$ cat src/rtl/block_pkg.sv
// rtl/block_pkg.sv - shared types and constants for the brick bump animator
package block_pkg;

    localparam int NUM_BLOCKS_MAX = 8;
    localparam int BLOCK_Y_W      = 10;

    typedef enum logic [1:0] {
        IDLE,
        RISE,
        FALL,
        SPENT
    } bump_state_t;

    function automatic logic [3:0] popcount8(input logic [7:0] v);
        logic [3:0] n;
        n = 4'd0;
        for (int i = 0; i < 8; i++) begin
            n = n + {3'd0, v[i]};
        end
        return n;
    endfunction

endpackage

$ cat src/rtl/block_bump_fsm.sv
// rtl/block_bump_fsm.sv - per-brick rise/fall/spent bump state machine
module bump_fsm
    import block_pkg::*;
#(
    parameter int unsigned BUMP_HEIGHT = 8,
    parameter int unsigned BUMP_STEP   = 2
) (
    input  logic       frame_clk,
    input  logic       reset_n,
    input  logic       clear,
    input  logic       hit,
    output logic [3:0] offset,
    output logic       started
);

    localparam logic [4:0] HEIGHT5 = 5'(BUMP_HEIGHT);
    localparam logic [4:0] STEP5   = 5'(BUMP_STEP);

    bump_state_t state_q, state_d;
    logic [3:0]  offset_q, offset_d;
    logic [4:0]  up_sum;

    assign up_sum = {1'b0, offset_q} + STEP5;

    // started is the combinational "bump begins at this edge" term; the top registers it
    always_comb begin
        state_d  = state_q;
        offset_d = offset_q;
        started  = 1'b0;
        if (clear) begin
            state_d  = IDLE;
            offset_d = 4'd0;
        end else begin
            case (state_q)
                IDLE: begin
                    if (hit) begin
                        started = 1'b1;
                        if (STEP5 >= HEIGHT5) begin
                            state_d  = FALL;
                            offset_d = HEIGHT5[3:0];
                        end else begin
                            state_d  = RISE;
                            offset_d = STEP5[3:0];
                        end
                    end
                end
                RISE: begin
                    if (up_sum >= HEIGHT5) begin
                        state_d  = FALL;
                        offset_d = HEIGHT5[3:0];
                    end else begin
                        offset_d = up_sum[3:0];
                    end
                end
                FALL: begin
                    if ({1'b0, offset_q} <= STEP5) begin
                        state_d  = SPENT;
                        offset_d = 4'd0;
                    end else begin
                        offset_d = offset_q - STEP5[3:0];
                    end
                end
                SPENT: begin
                    offset_d = 4'd0;
                end
                default: begin
                    state_d  = IDLE;
                    offset_d = 4'd0;
                end
            endcase
        end
    end

    always_ff @(posedge frame_clk or negedge reset_n) begin
        if (!reset_n) begin
            state_q  <= IDLE;
            offset_q <= 4'd0;
        end else begin
            state_q  <= state_d;
            offset_q <= offset_d;
        end
    end

    assign offset = offset_q;

endmodule

$ cat src/rtl/block_bump.sv
// rtl/block_bump.sv - brick bump animator top; optional score counter via BLOCK_BUMP_SCORE_EN
module block_bump
    import block_pkg::*;
#(
    parameter int unsigned NUM_BLOCKS  = 8,
    parameter int unsigned BASE_Y_LO   = 250,
    parameter int unsigned BASE_Y_HI   = 200,
    parameter int unsigned BUMP_HEIGHT = 8,
    parameter int unsigned BUMP_STEP   = 2,
    parameter int unsigned SCORE_MAX   = 999
) (
    input  logic                               frame_clk,
    input  logic                               reset_n,
    input  logic [7:0]                         blockflags,
    input  logic signed [31:0]                 page_index,
    input  logic [1:0]                         game_state,
    output logic [NUM_BLOCKS*BLOCK_Y_W-1:0]    blocky,
    output logic [7:0]                         hit_pulse,
    output logic [15:0]                        score
);

    if (NUM_BLOCKS > NUM_BLOCKS_MAX || BUMP_STEP < 1 || BUMP_STEP > BUMP_HEIGHT ||
        BUMP_HEIGHT > 15 || SCORE_MAX > 65535) begin : g_bad_params
        $error("block_bump: parameter out of range");
    end

    logic [7:0]         prev_flags_q, prev_flags_d;
    logic signed [31:0] prev_page_q;
    logic [7:0]         hit_pulse_q;
    logic [7:0]         rise;
    logic [7:0]         started;
    logic               restart;
    logic               clear;

    assign restart = (game_state == 2'b10);
    assign clear   = (page_index != prev_page_q) || restart;
    assign rise    = blockflags & ~prev_flags_q;

    // zeroing the edge history on clear lets a flag still set on the new page bump again
    assign prev_flags_d = clear ? 8'd0 : blockflags;

    always_ff @(posedge frame_clk or negedge reset_n) begin
        if (!reset_n) begin
            prev_flags_q <= 8'd0;
            prev_page_q  <= 32'sd0;
            hit_pulse_q  <= 8'd0;
        end else begin
            prev_flags_q <= prev_flags_d;
            prev_page_q  <= page_index;
            hit_pulse_q  <= started;
        end
    end

    for (genvar i = 0; i < NUM_BLOCKS_MAX; i++) begin : g_blk
        if (i < NUM_BLOCKS) begin : g_on
            localparam logic [BLOCK_Y_W-1:0] BASE = (i < 4) ? BLOCK_Y_W'(BASE_Y_LO)
                                                            : BLOCK_Y_W'(BASE_Y_HI);
            logic [3:0] offset;

            bump_fsm #(
                .BUMP_HEIGHT (BUMP_HEIGHT),
                .BUMP_STEP   (BUMP_STEP)
            ) u_fsm (
                .frame_clk (frame_clk),
                .reset_n   (reset_n),
                .clear     (clear),
                .hit       (rise[i]),
                .offset    (offset),
                .started   (started[i])
            );

            assign blocky[i*BLOCK_Y_W +: BLOCK_Y_W] = BASE - {{(BLOCK_Y_W-4){1'b0}}, offset};
        end else begin : g_off
            assign started[i] = 1'b0;
        end
    end

    assign hit_pulse = hit_pulse_q;

`ifdef BLOCK_BUMP_SCORE_EN
    logic [15:0] score_q, score_d;
    logic [16:0] score_sum;

    assign score_sum = {1'b0, score_q} + {13'd0, popcount8(started)};

    always_comb begin
        score_d = score_q;
        if (restart) begin
            score_d = 16'd0;
        end else if (score_sum >= 17'(SCORE_MAX)) begin
            score_d = 16'(SCORE_MAX);
        end else begin
            score_d = score_sum[15:0];
        end
    end

    always_ff @(posedge frame_clk or negedge reset_n) begin
        if (!reset_n) begin
            score_q <= 16'd0;
        end else begin
            score_q <= score_d;
        end
    end

    assign score = score_q;
`else
    assign score = 16'd0;
`endif

endmodule
$ cat config.mk
export PLATFORM = sky130hd
export DESIGN_NAME = block_bump
export DESIGN_NICKNAME = d
export VERILOG_FILES = /design/src/rtl/block_pkg.sv /design/src/rtl/block_bump_fsm.sv /design/src/rtl/block_bump.sv
export SDC_FILE = /design/constraint.sdc
export NUM_CORES = 1
export LEC_CHECK = 0
export CORE_UTILIZATION = 54
export DETAILED_ROUTE_END_ITERATION = 16
export PLACE_DENSITY = 0.87
export SLEW_MARGIN = 0
export SYNTH_ARGS = -nofsm -noshare
export SYNTH_HDL_FRONTEND = slang
export SYNTH_SLANG_ARGS = --single-unit
$ cat constraint.sdc
create_clock -name frame_clk -period 3.3 [get_ports frame_clk]
set_input_delay 0.495 -clock frame_clk [delete_from_list [all_inputs] [get_ports frame_clk]]
set_output_delay 0.495 -clock frame_clk [all_outputs]
set_load 0.02 [all_outputs]
==> flow_metrics.py <==
metrics = {
    "run_status": {
        "status": "complete, no violations",
    },
    "synthesis": {
        "synth_edf_count": 0,
        "synthMuxAreaShare": 0.0276,
        "async_reset_ff_frac": 1.00,
        "netlist_instances": 616,
        "synth-xor-area-share": 0.0531,
        "avgSynthCellArea_sq_um": 9.65,
        "netlist_area_sq_um": 5940,
        "synth-adder-area-share": 0.152,
        "synthSimpleGateAreaFrac": 0.120,
        "synth_top_family_by_area": "adder cells",
        "yosys_register_bits": 88,
        "synth_flop_cell": "dfrtp_1",
        "synth_cell_types": 39,
        "ys_seq_area_frac": 0.371,
        "synth-compound-area-share": 0.144,
        "yosys_warnings": 0,
    },
    "place": {
        "io_buffers": 91,
        "gp_congestion": 0.852,
        "dpl_cell_area_sq_um": 6670,
        "hpwlAfterDp_um": 8200,
        "numPlacedInstances": 824,
        "preCtsSetupSlack_ns": 0.759,
    },
    "layout": {
        "layout-drive-gt1-share": 0.0668,
        "antennaDiodeCount": 0,
        "num-nets-final": 815,
        "layoutNonFillerInstCount": 840,
        "final_common_cell": "clkdlybuf4s50_1",
        "postLayoutCellArea_sq_um": 6900,
        "layout_common_cells": "clkdlybuf4s50_1 (90), dfrtp_1 (88), ha_1 (72), nor2_1 (60), inv_1 (57)",
        "syn_to_final_growth_pct": 16.1,
    },
    "clock_tree": {
        "hold_buffers": 0,
        "clk_pin_slew_ns": 0.09,
        "htreeDepth": 3,
        "cts_tree": "built",
        "cts_buffers": 9,
        "post_cts_buffers": 0,
        "clock_path_buffers": 2,
        "cts_sinks": 88,
        "cts-root-buf": "clkbuf_8",
        "clock_latency_ns": 0.36,
        "cts_resized": 0,
    },
    "worst_setup_path": {
        "r2r_slack_ns": 1.35,
        "worst_setup_path_end_kind": "primary output",
        "worstReg2RegStart": "prev_page_q[15]",
        "worstPathArrival_ns": 2.12,
        "start_kind": "flip-flop",
        "worst-setup-path-type": "reg2out",
        "cp.required_ns": 2.80,
        "r2r_end": "g_blk[6].g_on.u_fsm.offset[1]",
        "path_max_fanout": 7,
        "rr_worst_depth": 6,
    },
    "routing": {
        "drc": 0,
        "ant_nets": 0,
        "drtIter0Drc": 182,
        "wl_um": 10800,
        "drt_pass1_iterations": 4,
        "wire_per_inst_um": 12.8,
        "viasPerCell": 5.15,
        "route.vias.total": 4324,
    },
    "sta": {
        "fin_crit_ns": 2.61,
        "finalSetupTns_ns": 0,
        "rsz0062_at_grt": "false",
        "setup_viol": 0,
        "fmax_mhz": 383,
        "worst_slack_ns": 0.688,
        "period_share": 0.791,
        "hold_violations": 0,
        "slew-limit-headroom": 0.279,
        "tightest_slew_ns": 1.08,
        "slew_violations": 0,
        "skew_ns": 0.00962,
    },
    "global_routing": {
        "grt_max_degree": 89,
        "grt_pass1_vias": 4249,
        "grt_util_all_layers": 0.198,
        "antenna_found_initial": 0,
        "grt_pass1_wl_um": 18400,
        "grt_remaining_overflow": 0,
    },
    "die": {
        "io_pins": 148,
        "fp.dieH_um": 107,
        "die_w_um": 107,
        "fp.coreArea_sq_um": 10500,
        "dieArea_sq_um": 11400,
        "num_rows": 37,
        "start_util": 0.565,
    },
    "job": {
        "drv_cap": 0,
    },
    "power": {
        "irDropWorstVdd_mv": 0.243,
        "p_per_area_nw_per_um2": 313,
        "p_leak_nw": 3.14,
    },
    "hold_path": {
        "hold_class": "in2async",
    },
}
## layer usage
| layer | track usage | vias to the layer above | part of all wire |
|---|---|---|---|
| li1 | - | 2100 | - |
| met1 | 0.226 | 2043 | 0.41 |
| met2 | 0.364 | 162 | 0.52 |
| met3 | 0.0444 | 19 | 0.056 |
| met4 | 0.0665 | 0 | 0.015 |
| met5 | 0 | - | 0 |
## flip-flops by register name, indices dropped and copies added, names as in the netlist
register	cells
prev_page_q	32
g_blk.g_on.u_fsm.offset	24
g_blk.g_on.u_fsm.state_q	16
hit_pulse	8
prev_flags_q	8
## kinds of logic (layout without fill, tap and decap cells)
family                     after synthesis  in the layout
and+or+nand+nor                        151            151
buffers and inverters                  131            165
AOI/OAI and AO/OA                      120            120
DFF                                     88             88
adders and majority gates               72             72
xor gates and xnor gates                36             36
muxes                                   16             16
other                                    2             56
## final cells by class
cell class / instances / area (sq um)
fill: 829 / 3610
multi-input combinational: 451 / 3170
sequential: 88 / 2200
timing repair buffer: 92 / 916
inverter: 57 / 214
tap: 136 / 170
clock buffer: 9 / 124
clock inverter: 7 / 103
## worst max path at each step
stage | start | endpoint | slack (ns)
floorplan | g_blk[3].g_on.u_fsm.offset[2] | g_blk[3].g_on.u_fsm.state_q[0] | 1.57
CTS | g_blk[2].g_on.u_fsm.offset[2] | blocky[23] | 0.65
global route | g_blk[6].g_on.u_fsm.offset[1] | blocky[63] | 0.58
detailed placement | page_index[9] | g_blk[7].g_on.u_fsm.state_q[0] | 0.76
global placement | page_index[19] | hit_pulse[5] | 0.82
finish | g_blk[2].g_on.u_fsm.offset[2] | blocky[23] | 0.69
## synthesized netlist by cell type (3+ instances only)
cell / instances / share of area
inv_1: 57 / 0.036
a32oi_1: 3 / 0.0044
buf_4: 68 / 0.086
mux2i_1: 13 / 0.022
a221oi_2: 9 / 0.023
nor4_1: 3 / 0.0032
a22o_1: 3 / 0.0044
ha_1: 72 / 0.15
xor2_1: 3 / 0.0044
nand4_1: 7 / 0.0074
a211oi_1: 7 / 0.0088
nand2b_1: 10 / 0.011
o31ai_1: 4 / 0.0051
a21oi_1: 22 / 0.019
nand3_1: 7 / 0.0059
nand2_1: 27 / 0.017
xnor2_1: 33 / 0.049
or2_1: 3 / 0.0032
or2_2: 4 / 0.0042
nand3b_1: 7 / 0.0088
and2_1: 4 / 0.0042
nor2_1: 60 / 0.038
and3_1: 8 / 0.0084
nor3_1: 9 / 0.0076
o21a_1: 18 / 0.023
mux2_2: 3 / 0.0057
o21ai_0: 38 / 0.032
a21bo_2: 3 / 0.0051
dfrtp_1: 88 / 0.37
buf_6: 4 / 0.0076
o21ba_2: 8 / 0.013
## metrics by stage
step / hold WS (ns) / total power, mW / util
floorplan: 0.199 / 1.30 / -
global placement: 0.420 / 1.34 / 0.635
detailed placement: 0.436 / 1.34 / 0.635
CTS: 0.366 / 2.19 / 0.656
global route: 0.415 / 2.25 / 0.656
finish: 0.323 / 2.16 / 0.656
## worst max-delay path, cell delays in order, from the launching register on
cell and delay (ns):
dfrtp_1 0.48, inv_1 0.12, ha_1 0.23, nor2_1 0.17, xnor2_1 0.14, clkdlybuf4s50_1 0.62
## power by group
| part | switching [mW] | internal (mW) | total, mW |
|---|---|---|---|
| registers | 0.00958 | 1.10 | 1.11 |
| logic | 0.127 | 0.0868 | 0.214 |
| clock network | 0.403 | 0.437 | 0.840 |
No activity file was read; power rests on OpenSTA's default activity.
